`config.mk`:
```
export PLATFORM = sky130hd
export DESIGN_NAME = barrel_math_pipe
export DESIGN_NICKNAME = d
export VERILOG_FILES = /design/src/rtl/barrel_math_pipe.sv
export SDC_FILE = /design/constraint.sdc
export NUM_CORES = 2
export LEC_CHECK = 0
export ABC_AREA = 1
export CORE_MARGIN = 3
export CORE_UTILIZATION = 60
export DETAILED_ROUTE_END_ITERATION = 8
export PLACE_DENSITY = 0.89
export SYNTH_ARGS = -nofsm -noshare
export SYNTH_HDL_FRONTEND = slang
export SYNTH_SLANG_ARGS = --single-unit
export TNS_END_PERCENT = 5
```
`constraint.sdc`:
```
create_clock -name clk -period 8.6 [get_ports clk]
set_input_delay 2.15 -clock clk [delete_from_list [all_inputs] [get_ports clk]]
set_output_delay 2.15 -clock clk [all_outputs]
set_load 0.01 [all_outputs]
```
`src/rtl/barrel_math_pipe.sv`:
```
// Barrel-distortion address engine: raster generator feeding the cart-to-polar core,
// a 6-stage radial scale pipeline (1 +/- k*r^2), and a clamping frame-buffer address mapper.
module barrel_math_pipe #(
  parameter int H_RES   = 1080,
  parameter int V_RES   = 960,
  parameter int COORD_W = 12,
  parameter int FRAC_W  = 3,
  parameter int K_SHIFT = 24
) (
  input  logic               clk,
  input  logic               reset,
  input  logic               gen_en,
  input  logic [1:0]         mode,
  input  logic [15:0]        k_coef,
  output logic [31:0]        tIn_tdata,
  output logic               tIn_tvalid,
  input  logic               tIn_tready,
  input  logic [31:0]        tOut_tdata,
  input  logic               tOut_tvalid,
  output logic               tOut_tready,
  output logic [31:0]        rCin_tdata,
  output logic [15:0]        rPin_tdata,
  output logic               rCin_tvalid,
  output logic               rPin_tvalid,
  input  logic               rCin_tready,
  input  logic               rPin_tready,
  input  logic [31:0]        rOut_tdata,
  input  logic               rOut_tvalid,
  output logic               rOut_tready,
  output logic [COORD_W-1:0] xOut,
  output logic [COORD_W-1:0] yOut,
  output logic               addr_vld,
  input  logic               mem_ready,
  output logic               clipped,
  output logic               frame_done
);

  // All streams use valid/ready: a beat transfers on a cycle where both are high;
  // a producer holds data stable while valid is high and ready is low.

  localparam logic signed [COORD_W-1:0] X_MIN = COORD_W'(-(H_RES / 2));
  localparam logic signed [COORD_W-1:0] X_MAX = COORD_W'(H_RES / 2 - 1);
  localparam logic signed [COORD_W-1:0] Y_TOP = COORD_W'(V_RES / 2);
  localparam logic signed [COORD_W-1:0] Y_BOT = COORD_W'(-(V_RES / 2) + 1);

  // ---------------- raster generator ----------------
  logic signed [COORD_W-1:0] gx, gy;
  logic [15:0] gx16, gy16;
  logic        gen_hs, last_col, last_row;

  assign gen_hs    = tIn_tvalid & tIn_tready;
  assign last_col  = (gx == X_MAX);
  assign last_row  = (gy == Y_BOT);
  assign gx16      = {{(16 - COORD_W){gx[COORD_W-1]}}, gx} << FRAC_W;
  assign gy16      = {{(16 - COORD_W){gy[COORD_W-1]}}, gy} << FRAC_W;
  assign tIn_tdata = {gy16, gx16};

  always_ff @(posedge clk) begin
    if (reset) begin
      gx         <= X_MIN;
      gy         <= Y_TOP;
      tIn_tvalid <= 1'b0;
      frame_done <= 1'b0;
    end else begin
      frame_done <= gen_hs & last_col & last_row;
      if (!tIn_tvalid || tIn_tready) tIn_tvalid <= gen_en;
      if (gen_hs) begin
        if (last_col) begin
          gx <= X_MIN;
          gy <= last_row ? Y_TOP : gy - COORD_W'(1);
        end else begin
          gx <= gx + COORD_W'(1);
        end
      end
    end
  end

  // ---------------- radial scale pipeline ----------------
  logic        en;
  logic        v1, v2, v3, v4, v5, v6;
  logic [15:0] r1, r2, r3, r4;
  logic [15:0] ph1, ph2, ph3, ph4, ph5, ph6;
  logic [1:0]  m1, m2, m3;
  logic [15:0] k1, k2;
  logic [31:0] sq2;
  logic [14:0] d3, scale4;
  logic [30:0] p5;
  logic [15:0] rout6;

  logic [31:0] sq_n;
  logic [47:0] prod_n, sh_n;
  logic [14:0] d_n, scale_n;
  logic [15:0] add_n;
  logic [30:0] p_n, q_n;
  logic [15:0] rout_n;

  assign en          = ~v6 | (rCin_tready & rPin_tready);
  assign tOut_tready = en;
  assign rCin_tdata  = {16'b0, rout6};
  assign rPin_tdata  = ph6;
  assign rCin_tvalid = v6;
  assign rPin_tvalid = v6;

  always_comb begin
    sq_n    = 32'(r1) * 32'(r1);
    prod_n  = 48'(sq2) * 48'(k2);
    sh_n    = prod_n >> K_SHIFT;
    d_n     = (sh_n > 48'd32767) ? 15'h7FFF : sh_n[14:0];
    add_n   = 16'd16384 + {1'b0, d3};
    scale_n = 15'd16384;
    case (m3)
      2'd1:    scale_n = (add_n > 16'd32767) ? 15'h7FFF : add_n[14:0];
      2'd2:    scale_n = ({1'b0, d3} > 16'd16384) ? 15'd0 : 15'(16'd16384 - {1'b0, d3});
      default: scale_n = 15'd16384;
    endcase
    p_n    = 31'(r4) * 31'(scale4);
    q_n    = p5 >> 14;
    rout_n = (q_n > 31'h0000_FFFF) ? 16'hFFFF : q_n[15:0];
  end

  // Data registers load on every enabled cycle; valids mark which stages hold real samples.
  always_ff @(posedge clk) begin
    if (reset) begin
      {v1, v2, v3, v4, v5, v6} <= '0;
      {r1, r2, r3, r4}         <= '0;
      {ph1, ph2, ph3, ph4, ph5, ph6} <= '0;
      {m1, m2, m3}             <= '0;
      {k1, k2}                 <= '0;
      sq2    <= '0;
      d3     <= '0;
      scale4 <= '0;
      p5     <= '0;
      rout6  <= '0;
    end else if (en) begin
      v1 <= tOut_tvalid; r1 <= tOut_tdata[15:0]; ph1 <= tOut_tdata[31:16];
      m1 <= mode;        k1 <= k_coef;
      v2 <= v1; r2 <= r1; ph2 <= ph1; m2 <= m1; k2 <= k1; sq2 <= sq_n;
      v3 <= v2; r3 <= r2; ph3 <= ph2; m3 <= m2; d3 <= d_n;
      v4 <= v3; r4 <= r3; ph4 <= ph3; scale4 <= scale_n;
      v5 <= v4; ph5 <= ph4; p5 <= p_n;
      v6 <= v5; ph6 <= ph5; rout6 <= rout_n;
    end
  end

  // ---------------- address mapper ----------------
  localparam logic signed [16:0] H_HALF = 17'(H_RES / 2);
  localparam logic signed [16:0] V_HALF = 17'(V_RES / 2);
  localparam logic signed [16:0] H_MAX  = 17'(H_RES - 1);
  localparam logic signed [16:0] V_MAX  = 17'(V_RES - 1);

  logic signed [16:0] rxe, rye, xa, ya;
  logic [COORD_W-1:0] xc, yc;
  logic               clip_n, load;

  assign rOut_tready = ~addr_vld | mem_ready;
  assign load        = rOut_tvalid & rOut_tready;

  always_comb begin
    rxe    = {rOut_tdata[15], rOut_tdata[15:0]};
    rye    = {rOut_tdata[31], rOut_tdata[31:16]};
    xa     = (rxe >>> FRAC_W) + H_HALF;
    ya     = V_HALF - (rye >>> FRAC_W);
    clip_n = 1'b0;
    xc     = xa[COORD_W-1:0];
    yc     = ya[COORD_W-1:0];
    if (xa < 0) begin
      xc = '0; clip_n = 1'b1;
    end else if (xa > H_MAX) begin
      xc = H_MAX[COORD_W-1:0]; clip_n = 1'b1;
    end
    if (ya < 0) begin
      yc = '0; clip_n = 1'b1;
    end else if (ya > V_MAX) begin
      yc = V_MAX[COORD_W-1:0]; clip_n = 1'b1;
    end
  end

  always_ff @(posedge clk) begin
    if (reset) begin
      addr_vld <= 1'b0;
      xOut     <= '0;
      yOut     <= '0;
      clipped  <= 1'b0;
    end else if (load) begin
      addr_vld <= 1'b1;
      xOut     <= xc;
      yOut     <= yc;
      clipped  <= clip_n;
    end else if (mem_ready) begin
      addr_vld <= 1'b0;
    end
  end

endmodule

```
==> flow_summary.toml <==
[cells_and_area]
drive_above_1_share_pct = 2.55
area_growth_pct = 7.12
reg_top3 = "sq2 (30), p5 (17)"
fin_nets = 7323
mostFrequentLayoutCells = "1523 x inv_1, 1415 x nand2_1, 752 x fa_1"
seqCellArea_mm2 = 0.00699
top_register = "sq2"
multi_input_area_mm2 = 0.0322
final_common_cell = "inv_1"
fill_cells = 5942
largest_reg_flops = 30

[clock_tree]
cts_max_level = 2
cts_sinks = 349
cts_hold_buf = 0
cts_root_buffer = "clkbuf_16"
clk_pin_slew_ns = 0.06
numCtsBuffers = 38
tritoncts = "yes"
ctsLongestPathBuffers = 3
post_cts_buffers = 0
cts-resized-gates = 0
clock_latency_ns = 0.59

[synthesis]
yosysUniqueCellTypes = 50
synth-seq-area-share_pct = 15.2
synth.top_cell.area_share_pct = 32.7
avgSynthCellArea_um2 = 7.43
syn_inst = 6204
ys_ff_latch = 349
netlist_area_mm2 = 0.0461
yosys.area.top_type = "fa_1"
yosys_warnings = 0
yosys-top-cells-area = "fa_1 33%, dfxtp_1 15%, inv_1 12%, nand2_1 12%, ha_1 8.8%"

[timing]
skew_ns = 0.0325
worst_pin_slew_ns = 1.17
period_minus_slack_ns = 7.11
relSlewSlack_pct = 21.6
rsz0062_at_grt = "false"
finalHoldViolations = 0
fin_crit_sh_pct = 82.7
fmax_mhz = 141
slew_viol_final = 0
hold_ws_ns = 0.441
fin_tns_setup_ns = 0
setup_violations = 0

[worst_setup_path]
crit_path_max_fanout = 17
criticalPathCategory = "register to register"
reg2reg_slack_ns = 1.49
worstPathArrival_ns = 7.59
required_ns = 9.08
setup.worst_path.start_class = "register"
end_kind = "register"

[drt]
vias = 39000
drt_pass1_iterations = 7
wl_um = 119000
drt_iter0_drc = 3020
postRouteAntennaNets = 0
drt-wirelength-per-cell_um = 16.5
vias_per_cell = 5.41
drc = 0

[power]
switching_power_mw = 3.44
seqPwrFrac_pct = 30.0
comb_power_share_pct = 48.0
switching_share_pct = 46.1
clkPwrFrac_pct = 22.0
ir_drop_mv = 0.158
p_per_area_mw_per_mm2 = 151
power_leakage_nw = 27.1
p_int_mw = 4.02

[global_routing]
grt_pass1_vias = 41400
grt_max_degree = 135
grt_util_all_layers_pct = 30.1
globalRouteOverflowTotal = 0
grt_pass1_wl_um = 200000
antenna_found_initial = 1

[die]
dieHeight_um = 283
initial_utilization_pct = 60.6
coreArea_mm2 = 0.0761
pin_count = 203
dieWidth_um = 283
num_rows = 101
die-area_mm2 = 0.0802

[placed_design]
io_buffers = 174
routabilityCongestion = 0.949
dp_hpwl_um = 91100

[run_status]
outcome = "finished clean"

[min_path]
hp-class = "register to register"

[flow_run]
cap_violations = 0
stage by stage:
step                power [mW]  std cells  worst slack (ns)  area [um^2]  utilization, %
floorplan                 4.68       6231              2.66        46200               -
finish                    7.45       7215              1.49        49400            64.9
global placement          5.61       7147              1.76        48200            63.3
CTS                       7.41       7214              1.57        49400            64.9
global route              8.04       7215              1.11        49400            64.9
detailed placement        5.75       7147              1.59        48200            63.3
logic make-up (layout without fill, tap and decap cells):
kind of cell	count (synthesis)	count (layout)	synth area share, %
adders and majority gates	1075	1075	41.4
AOI/OAI and AO/OA	660	660	7.67
buffers and inverters	1851	1804	15.3
and+or+nand+nor	2189	2189	18.9
xor gates and xnor gates	78	78	1.50
DFF	349	349	15.2
other	2	30	0.0163
final timing paths:
check        startpoint  endpoint  cells past startpoint
min            yOut[10]  yOut[10]                      2
min reg2reg    yOut[10]  yOut[10]                      2
max reg2reg       k2[8]     d3[2]                     25
max               k2[8]     d3[2]                     25
final cells by class:
| cell class | count | share of cell area, % |
|---|---|---|
| clock buffers | 51 | 2.17 |
| well taps | 1030 | 2.61 |
| flip-flops and latches | 349 | 14.2 |
| diodes | 1 | 0.00507 |
| inverters | 1533 | 11.7 |
| multi-input cells | 4031 | 65.1 |
| clock inverters | 16 | 0.299 |
| repair buffers | 204 | 3.97 |
critical path, cell delays in order, from the launching register on:
cell and delay, ns:
dfxtp_1 0.88, buf_4 0.40, nand2_1 0.11, fa_1 0.56
inv_1 0.06, fa_1 0.48, fa_1 0.55, fa_1 0.54
fa_1 0.54, inv_1 0.06, fa_1 0.53, inv_1 0.04
ha_1 0.37, nand2_2 0.13, inv_1 0.04, nand2_1 0.05
nand2_1 0.07, nand2_1 0.06, and2_1 0.13, nor2_1 0.05
nor3_1 0.19, nand2_1 0.13, xnor2_2 0.73, nand3_1 0.15
nand2_1 0.10, inv_1 0.04
synthesized netlist by cell type, drive strengths merged:
cell type  number
a31o            1
inv          1532
a21boi          3
clkbuf        288
nor4            5
o211ai         22
nand3b          6
o211a           2
and2            5
buf            30
conb            2
o21bai         29
nor3b           5
or2             9
clkinv          1
xor2           49
nand3         122
a31oi           7
o41ai           1
fa            752
a221oi          1
o221ai          2
a21o           16
o21a            5
nand4          13
nand2        1425
a21oi         214
a22oi           2
o21ai         353
dfxtp         349
ha            323
nor3           38
nor2          558
xnor2          29
and3b           1
and3            2
a211oi          2
per-layer routing:
metal	vias to the layer above	routed length (um)	track usage, %
li1	18000	-	-
met1	18700	44900	36.9
met2	1861	57100	51.4
met3	516	10200	5.33
met4	0	6550	15.2
met5	-	0	0
power by group through the flow:
stage,sequential (mW),combinational (mW),clock (mW)
after CTS,2.20,3.56,1.65
after floorplan,1.87,2.82,0
after global routing,2.24,4.08,1.72
final,2.24,3.58,1.64
after global placement,2.22,3.40,0
after detailed placement,2.23,3.51,0
No activity file was read; power rests on OpenSTA's default activity.
